<file path="config.mk">
export PLATFORM = sky130hd
export DESIGN_NAME = pixel_scan_ctrl
export DESIGN_NICKNAME = d
export VERILOG_FILES = /design/src/rtl/pixel_scan_ctrl.sv
export SDC_FILE = /design/constraint.sdc
export NUM_CORES = 1
export LEC_CHECK = 0
export CORE_MARGIN = 3
export CORE_UTILIZATION = 40
export DETAILED_ROUTE_END_ITERATION = 8
export PLACE_DENSITY_LB_ADDON = 0.15
export SLEW_MARGIN = 30
export SYNTH_ARGS = -nofsm -noshare
export SYNTH_HDL_FRONTEND = slang
export SYNTH_SLANG_ARGS = --single-unit
</file>
<file path="constraint.sdc">
create_clock -name clk -period 4.4 [get_ports clk]
set_input_delay 0.44 -clock clk [delete_from_list [all_inputs] [get_ports clk]]
set_output_delay 0.44 -clock clk [all_outputs]
set_load 0.02 [all_outputs]
</file>
<file path="src/rtl/pixel_scan_ctrl.sv">
// Pixel mux scan sequencer: walks a window of mux indices (up/down, wrapping modulo NUM_PIX)
// and streams each selected pixel over a valid/ready handshake with full backpressure.
`ifndef PIX_WIDTH
`define PIX_WIDTH 8
`endif

module pixel_scan_ctrl #(
    parameter int unsigned NUM_PIX = 50,
    parameter int unsigned SEL_W   = 6,
    parameter int unsigned PIX_W   = `PIX_WIDTH
) (
    input  logic             clk,
    input  logic             reset,
    input  logic             Start,
    input  logic [SEL_W-1:0] Start_Index,
    input  logic [SEL_W-1:0] Count,
    input  logic             Direction,
    input  logic             Abort,
    output logic [SEL_W-1:0] Pixel_Select,
    input  logic [PIX_W-1:0] Selected_Pixel,
    output logic [PIX_W-1:0] Out_Pixel,
    output logic             Out_Valid,
    input  logic             Out_Ready,
    output logic             Busy,
    output logic             Done,
    output logic             Err
);

    typedef enum logic [1:0] {StIdle, StScan, StDrain} state_e;

    localparam logic [SEL_W-1:0] LastIdx    = SEL_W'(NUM_PIX - 1);
    localparam logic [SEL_W:0]   NumPixExt  = (SEL_W + 1)'(NUM_PIX);
    localparam logic [SEL_W-1:0] OneW       = SEL_W'(1);

    state_e             state_q, state_d;
    logic [SEL_W-1:0]   sel_q, sel_d;
    logic [SEL_W-1:0]   rem_q, rem_d;
    logic               dir_q, dir_d;
    logic [PIX_W-1:0]   pix_q, pix_d;
    logic               valid_q, valid_d;
    logic               busy_q, done_q, done_d, err_q, err_d;

    logic               cfg_ok;
    logic               slot_free;
    logic               last_pix;
    logic [SEL_W-1:0]   next_idx;

    assign cfg_ok    = ({1'b0, Start_Index} < NumPixExt) && (Count != '0) &&
                       ({1'b0, Count} <= NumPixExt);
    assign slot_free = !valid_q || Out_Ready;
    assign last_pix  = (rem_q == OneW);

    always_comb begin
        if (dir_q) begin
            next_idx = (sel_q == '0) ? LastIdx : sel_q - OneW;
        end else begin
            next_idx = (sel_q == LastIdx) ? '0 : sel_q + OneW;
        end
    end

    // State register and all registered outputs
    always_ff @(posedge clk) begin
        if (reset) begin
            state_q <= StIdle;
            sel_q   <= '0;
            rem_q   <= '0;
            dir_q   <= 1'b0;
            pix_q   <= '0;
            valid_q <= 1'b0;
            busy_q  <= 1'b0;
            done_q  <= 1'b0;
            err_q   <= 1'b0;
        end else begin
            state_q <= state_d;
            sel_q   <= sel_d;
            rem_q   <= rem_d;
            dir_q   <= dir_d;
            pix_q   <= pix_d;
            valid_q <= valid_d;
            busy_q  <= (state_d != StIdle);
            done_q  <= done_d;
            err_q   <= err_d;
        end
    end

    // Next-state logic
    always_comb begin
        state_d = state_q;
        unique case (state_q)
            StIdle: begin
                if (Start && !Abort && cfg_ok) state_d = StScan;
            end
            StScan: begin
                if (Abort) begin
                    state_d = StIdle;
                end else if (slot_free && last_pix) begin
                    state_d = StDrain;
                end
            end
            StDrain: begin
                if (Abort || (valid_q && Out_Ready)) state_d = StIdle;
            end
            default: state_d = StIdle;
        endcase
    end

    // Datapath and output next values
    always_comb begin
        sel_d   = sel_q;
        rem_d   = rem_q;
        dir_d   = dir_q;
        pix_d   = pix_q;
        valid_d = valid_q;
        done_d  = 1'b0;
        err_d   = 1'b0;
        unique case (state_q)
            StIdle: begin
                if (Start && !Abort) begin
                    if (cfg_ok) begin
                        sel_d = Start_Index;
                        rem_d = Count;
                        dir_d = Direction;
                    end else begin
                        err_d = 1'b1;
                    end
                end
            end
            StScan: begin
                if (Abort) begin
                    valid_d = 1'b0;
                    rem_d   = '0;
                end else if (slot_free) begin
                    pix_d   = Selected_Pixel;
                    valid_d = 1'b1;
                    rem_d   = rem_q - OneW;
                    // Select stays on the final index once the window is exhausted
                    if (!last_pix) sel_d = next_idx;
                end
            end
            StDrain: begin
                if (Abort) begin
                    valid_d = 1'b0;
                end else if (valid_q && Out_Ready) begin
                    valid_d = 1'b0;
                    done_d  = 1'b1;
                end
            end
            default: valid_d = 1'b0;
        endcase
    end

    assign Pixel_Select = sel_q;
    assign Out_Pixel    = pix_q;
    assign Out_Valid    = valid_q;
    assign Busy         = busy_q;
    assign Done         = done_q;
    assign Err          = err_q;

endmodule

</file>
# Word-level counts from Yosys, hierarchy flattened
# Index checks and enable logic that the tools add are counted.
word_totals:
  register_bits: 27
  output_inout_bits: 18
  input_bits: 26
  elab_cells: 77
op_classes:
  eq_ne: 11
  n_lt_le_gt_ge: 2
  bitwise: 4
  reduce_logical: 22
  n_addsub: 3
  muxes: 26
op_table:
  columns: ["operator", "count"]
  rows:
  - ["6-bit two-way mux", 12]
  - ["6-bit one-hot mux with 2 select lines", 2]
  - ["6-bit by 1-bit subtractor with 6-bit output (second input constant)", 2]
  - ["2-bit inequality test (second input constant)", 5]
  - ["3-bit AND reduction", 3]
  - ["2-bit two-way mux", 4]
  - ["6-bit by 1-bit adder with 6-bit output (second input constant)", 1]
  - ["6-bit by 1-bit == test with 1-bit output (second input constant)", 1]
  - ["6-bit == test (second input constant)", 1]
  - ["6-bit <= comparator (second input constant)", 1]
  - ["1-bit logical AND", 6]
  - ["6-bit logical NOT", 1]
  - ["6-bit < comparator (second input constant)", 1]
  - ["1-bit two-way mux", 6]
  - ["3-bit inequality test (second input constant)", 2]
  - ["2-bit one-hot mux with 3 select lines", 1]
  - ["6-bit AND reduction", 1]
  - ["6-bit nonzero test", 1]
  - ["3-bit OR reduction", 2]
  - ["1-bit NOT", 4]
  - ["4-bit AND reduction", 1]
  - ["2-bit nonzero test", 2]
  - ["1-bit one-hot mux with 3 select lines", 1]
  - ["2-bit by 1-bit == test with 1-bit output (second input constant)", 1]
  - ["4 further kinds", 6]

# Logic depth before layout (Yosys ltp)
logic_depth:
  ltp_word: 7
  mapped_depth: 8

# Worst setup path after synthesis
# OpenSTA, ideal clock, no wires.
synth_timing:
  path_kind: "flip-flop to flip-flop"
  from: "register sel_q[0] (netlist: Pixel_Select[0])"
  to: "register sel_q[2] (netlist: Pixel_Select[2])"
  period_less_slack_ns: 2.002
  required_time_ns: 4.305
  setup_slack_ns: 2.398
  path_stages_with_launch: 8
  arrival_time_ns: 1.906
  path_buffers: 0
  path_cell_list: "dfxtp_1 inv_1 ha_1 nor2b_1 a21boi_0 a221oi_1 or3_1 a221oi_1"
synth_via:
  elab_chain_len: 7
  word_cells_on_any_way: 11
  classes_between: "add/sub (2); eq/ne (1); mux (7); reduce/logical (1)"
synth_rtl:
  columns: ["item", "line", "text"]
  rows:
  - ["from (decl)", "36", "logic [SEL_W-1:0] sel_q, sel_d;"]
  - ["from (signal assigned)", "75", "sel_q <= sel_d;"]
  - ["6-bit by 1-bit adder with 6-bit output (tied with other cells)", "57", "next_idx = (sel_q == LastIdx) ? '0 : sel_q + OneW;"]
  - ["6-bit two-way mux (on tied branches)", "57, 55", null]
  - ["6-bit two-way mux (*)", "54", "if (dir_q) begin"]
  - ["6-bit two-way mux (*)", "137", "if (!last_pix) sel_d = next_idx;"]
  - ["6-bit two-way mux (*)", "132", "end else if (slot_free) begin"]
  - ["6-bit two-way mux (*)", "129", "if (Abort) begin"]
  - ["6-bit one-hot mux with 2 select lines (*)", "116", "unique case (state_q)"]
# Every way passes the cells marked *; elsewhere a longest branch is shown, timed or not. The select of a mux whose other input is x is not followed.
# A chain may end at the register's enable or synchronous reset.

# Worst setup path after layout
layout_timing:
  from: "input Abort"
  to: "register rem_q[0]"
layout_via:
  elab_chain_len: 4
  word_cells_on_any_way: 7
  classes_between: "eq/ne (2); mux (2); reduce/logical (3)"
layout_rtl:
  columns: ["item", "line", "text"]
  rows:
  - ["from (decl)", "18", "input logic Abort,"]
  - ["1-bit logical NOT", "118", "if (Start && !Abort) begin"]
  - ["1-bit logical AND", "118", null]
  - ["2-bit inequality test (no line)", null, null]
  - ["4-bit AND reduction (no line)", null, null]
  - ["to (signal assigned)", "76", "rem_q <= rem_d;"]
  - ["to (decl)", "37", "logic [SEL_W-1:0] rem_q, rem_d;"]
# Parallel ways exist; a longest one is shown, timed or not.

==> run summary <==
The number of global-route vias before repair was 1374. The synthesized netlist cell count was 186. The run gives 0 as the number of resized instances in the post-cts repair step.

The number of post-CTS setup repair buffers was 0; the worst slack at placement was 1.663 ns. For the final routed database, the setup TNS stands at 0 ns. The tools report the TritonCTS sink count as 27. The tightest min-delay check is of the reg -> reg type. In this run the vertical extent of the chip is 68.86 um. In this run the static leakage power is 0.7722 nW. Async set or reset register ratio after synthesis: 0%.

TritonCTS built the clock tree. The max-slew violation count was 0; the number of inserted filler cells in the final layout was 361. Startpoint class of the critical path: an input port. The area growth from synthesis to layout was 30.56%; the headroom to the max-slew limit was 40.90%. For this run, the detailed router's first-pass iteration total came to 4. Of the available clock period, the critical path in the final layout requires 55.88%. For the pin with the worst max-slew slack, the measured transition is 0.8865 ns. Capturing element type of the critical path: a flop.

Across all layers, the routed design uses 1527 vias. Placed wire-length estimate after detailed placement: 2.855 mm. The tools report the maximum VDD drop as 214.2 uV. The total global routing overflow is 0, and the count of flip-flops with a built-in enable after synthesis is 0.

Total power density per cell area: 271.1 nW/um^2. The port buffer count is 43, and the initial core utilization is 42.21%. The worst hold slack after final layout was 0.4930 ns; the footprint of the multi-input gates was 945.9 um^2. Register bit total from synthesis: 27. The count of max-cap constraint violations is 0, and the highest clock rate is 0.4067 GHz.

Clock skew on the completed layout was measured at 0.005387 ns. For the sequential-to-total area share from yosys stat, the log shows 34.20%. The routability congestion estimate from global placement is 0.8446, and the net count after synthesis is 218. The global-route total usage across every layer is 17.47%, and the first-iteration detailed-routing DRC count is 93. Along the worst path, the maximum fanout reaches 12. The tools report the number of buffers inserted by hold repair at cts as 0.

The run gives 22 as the standard-cell row count. The first-pass GRT wire length is 6.410 mm, and the clock-pin transition on the worst setup and hold timing paths is 0.10 ns. The run gives 0 as the final hold violation count.

In this run the clock root is driven by a sky130_fd_sc_hd__clkbuf_8. The die covers 4741 um^2. The logs give 3.875 mm for the sum of routed wire length over all layers and 44 for the number of primary I/O pins. For the data arrival at the endpoint of the critical path, the log shows 2.59 ns. The region available for standard cell placement spans 3744 um^2. Setup violations remaining at the end of the flow were counted as 0. The number of antenna diodes in the final layout is 0.

Entering global routing, the biggest net connects 29 pins. The maximum buffer depth of the clock tree came out at 2. The tools report the count of nets left with antenna violations after detail routing as 0.

For this run, the leading register cell type out of synthesis is sky130_fd_sc_hd__dfxtp_1. The run gives 51 as the number of distinct standard cells referenced by the synthesized netlist. The worst path needs 2.459 ns of the cycle, external delays included.

The post-detailed-route DRC marker count is 0, and the required time at the worst-slack endpoint is 4.53 ns. The setup slack after layout came out at 1.941 ns. In this run the horizontal extent of the chip is 68.86 um. For this run, the number of Yosys warnings is 0. The number of buffers created by CTS was 3; the average via count per standard cell was 5.656. The net total in the final layout is 255, and the share of layout cells above drive strength 1 is 5.405%. Setup repair after global routing left no endpoint under its margin. Number of H-tree levels: 1.

The critical path is of the in -> reg type. Registers take 540.5 um^2. The cell area after synthesis is 1580 um^2.

The flow ran to the end, and the final reports show no timing, DRC or antenna violations. Clock latency on the worst-skew pair, taken at its later pin, is 0.28 ns. Dividing the detail-routed wire length by the instance count gives 14.35 um. The synthesized area per cell is 8.496 um^2. The initial antenna violation count was 0.
==> cell usage after synthesis (3+ instances only) <==
master                      n  share of area, %
sky130_fd_sc_hd__mux2i_1   10               6.3
sky130_fd_sc_hd__a211o_1    3               1.7
sky130_fd_sc_hd__nand3_1    6               1.9
sky130_fd_sc_hd__o21a_1     4               1.9
sky130_fd_sc_hd__a221oi_1   6               3.3
sky130_fd_sc_hd__a31oi_1    3               1.2
sky130_fd_sc_hd__nand2_1   11               2.6
sky130_fd_sc_hd__inv_1     11               2.6
sky130_fd_sc_hd__clkbuf_1   5               1.2
sky130_fd_sc_hd__buf_2      3              0.95
sky130_fd_sc_hd__nand2b_1   4               1.6
sky130_fd_sc_hd__nor3_1     6               1.9
sky130_fd_sc_hd__ha_1       6               4.8
sky130_fd_sc_hd__a211oi_1   6               2.9
sky130_fd_sc_hd__a21oi_1   12               3.8
sky130_fd_sc_hd__dfxtp_1   27                34
sky130_fd_sc_hd__nor2_1    19               4.5
==> report_power, final <==
group	internal, mW	switching [mW]	total (mW)
registers	0.256	0.0155	0.272
clock network	0.0666	0.0842	0.151
logic	0.0669	0.0698	0.137
total	0.390	0.169	0.559
==> cells in the final DEF, fill, tap and decap left out, types with 2 or more instances in the layout <==
master and count:
sky130_fd_sc_hd__a21oi_1 12, sky130_fd_sc_hd__nand3_1 6, sky130_fd_sc_hd__o21a_1 4, sky130_fd_sc_hd__inv_1 11, sky130_fd_sc_hd__nor3b_1 2, sky130_fd_sc_hd__o21ai_0 2
sky130_fd_sc_hd__nand2_1 11, sky130_fd_sc_hd__o32ai_1 2, sky130_fd_sc_hd__a211oi_1 6, sky130_fd_sc_hd__dfxtp_1 27, sky130_fd_sc_hd__nor4_1 2, sky130_fd_sc_hd__clkbuf_8 3
sky130_fd_sc_hd__nand2b_1 4, sky130_fd_sc_hd__a221oi_1 6, sky130_fd_sc_hd__a31oi_1 3, sky130_fd_sc_hd__a21boi_0 2, sky130_fd_sc_hd__nand4_1 2, sky130_fd_sc_hd__nor2_1 19
sky130_fd_sc_hd__mux2i_1 10, sky130_fd_sc_hd__xnor2_1 2, sky130_fd_sc_hd__a211o_1 3, sky130_fd_sc_hd__nor3_1 6, sky130_fd_sc_hd__ha_1 6, sky130_fd_sc_hd__a22oi_1 2
sky130_fd_sc_hd__clkdlybuf4s50_1 42, sky130_fd_sc_hd__nor2b_1 2
==> sequential cells by signal, summed over array words and instances (netlist names) <==
register / flops
Out_Pixel: 8
Pixel_Select: 6
rem_q: 6
state_q: 2
Busy: 1
Done: 1
Err: 1
Out_Valid: 1
dir_q: 1
==> per-stage QoR <==
| step | power (mW) | std cells | area [um^2] | utilization (%) |
|---|---|---|---|---|
| 2_1_floorplan | 0.3613 | 186 | 1580 | - |
| 3_3_place_gp | 0.4114 | 266 | 2018 | 53.91 |
| 3_5_place_dp | 0.4144 | 266 | 2018 | 53.91 |
| 4_1_cts | 0.5676 | 270 | 2068 | 55.25 |
| 5_1_grt | 0.5889 | 270 | 2063 | 55.11 |
| 6_report | 0.5593 | 270 | 2063 | 55.11 |
==> worst max-delay path, stage by stage <==
cell and delay, ns:
sky130_fd_sc_hd__clkdlybuf4s50_1 0.61, sky130_fd_sc_hd__nor4b_1 0.66, sky130_fd_sc_hd__a21oi_1 0.45, sky130_fd_sc_hd__a221oi_1 0.34, sky130_fd_sc_hd__a211oi_1 0.09
==> cell families after synthesis <==
group	synth area share, %
flip-flops	34.20
AND/OR/NAND/NOR	21.30
XOR/XNOR	1.663
AO/OA/AOI/OAI	25.81
buffers and inverters	5.938
multiplexers	6.334
adder cells (fa/ha/maj)	4.750
==> area by class of cell <==
| class | instances | share of cell area (%) |
|---|---|---|
| multi-input cells | 137 | 45.85 |
| flip-flops and latches | 27 | 26.20 |
| repair buffers | 43 | 20.62 |
| well taps | 48 | 2.911 |
| clock buffers | 3 | 2.001 |
| inverters | 11 | 2.001 |
| clock inverters | 1 | 0.4245 |
==> routing by layer <==
layer | track usage, % | vias to the layer above | part of all wire, %
li1 | - | 755 | -
met1 | 23.72 | 722 | 46
met2 | 28.57 | 46 | 47
met3 | 4.052 | 4 | 6.2
met4 | 2.920 | 0 | 0.57
met5 | 0 | - | 0
==> worst paths after layout <==
path                                                      to  cells past startpoint  slack, ns                          from
worst max-delay path                   rem_q[0]$_SDFFE_PP0P_                      5       1.94                         Abort
worst min-delay path                   rem_q[4]$_SDFFE_PP0P_                      2       0.49         rem_q[4]$_SDFFE_PP0P_
worst max register to register  Pixel_Select[2]$_SDFFE_PP0P_                      7       2.20  Pixel_Select[0]$_SDFFE_PP0P_
worst min register to register         rem_q[4]$_SDFFE_PP0P_                      2       0.49         rem_q[4]$_SDFFE_PP0P_
No activity file was read; power rests on OpenSTA's default activity.
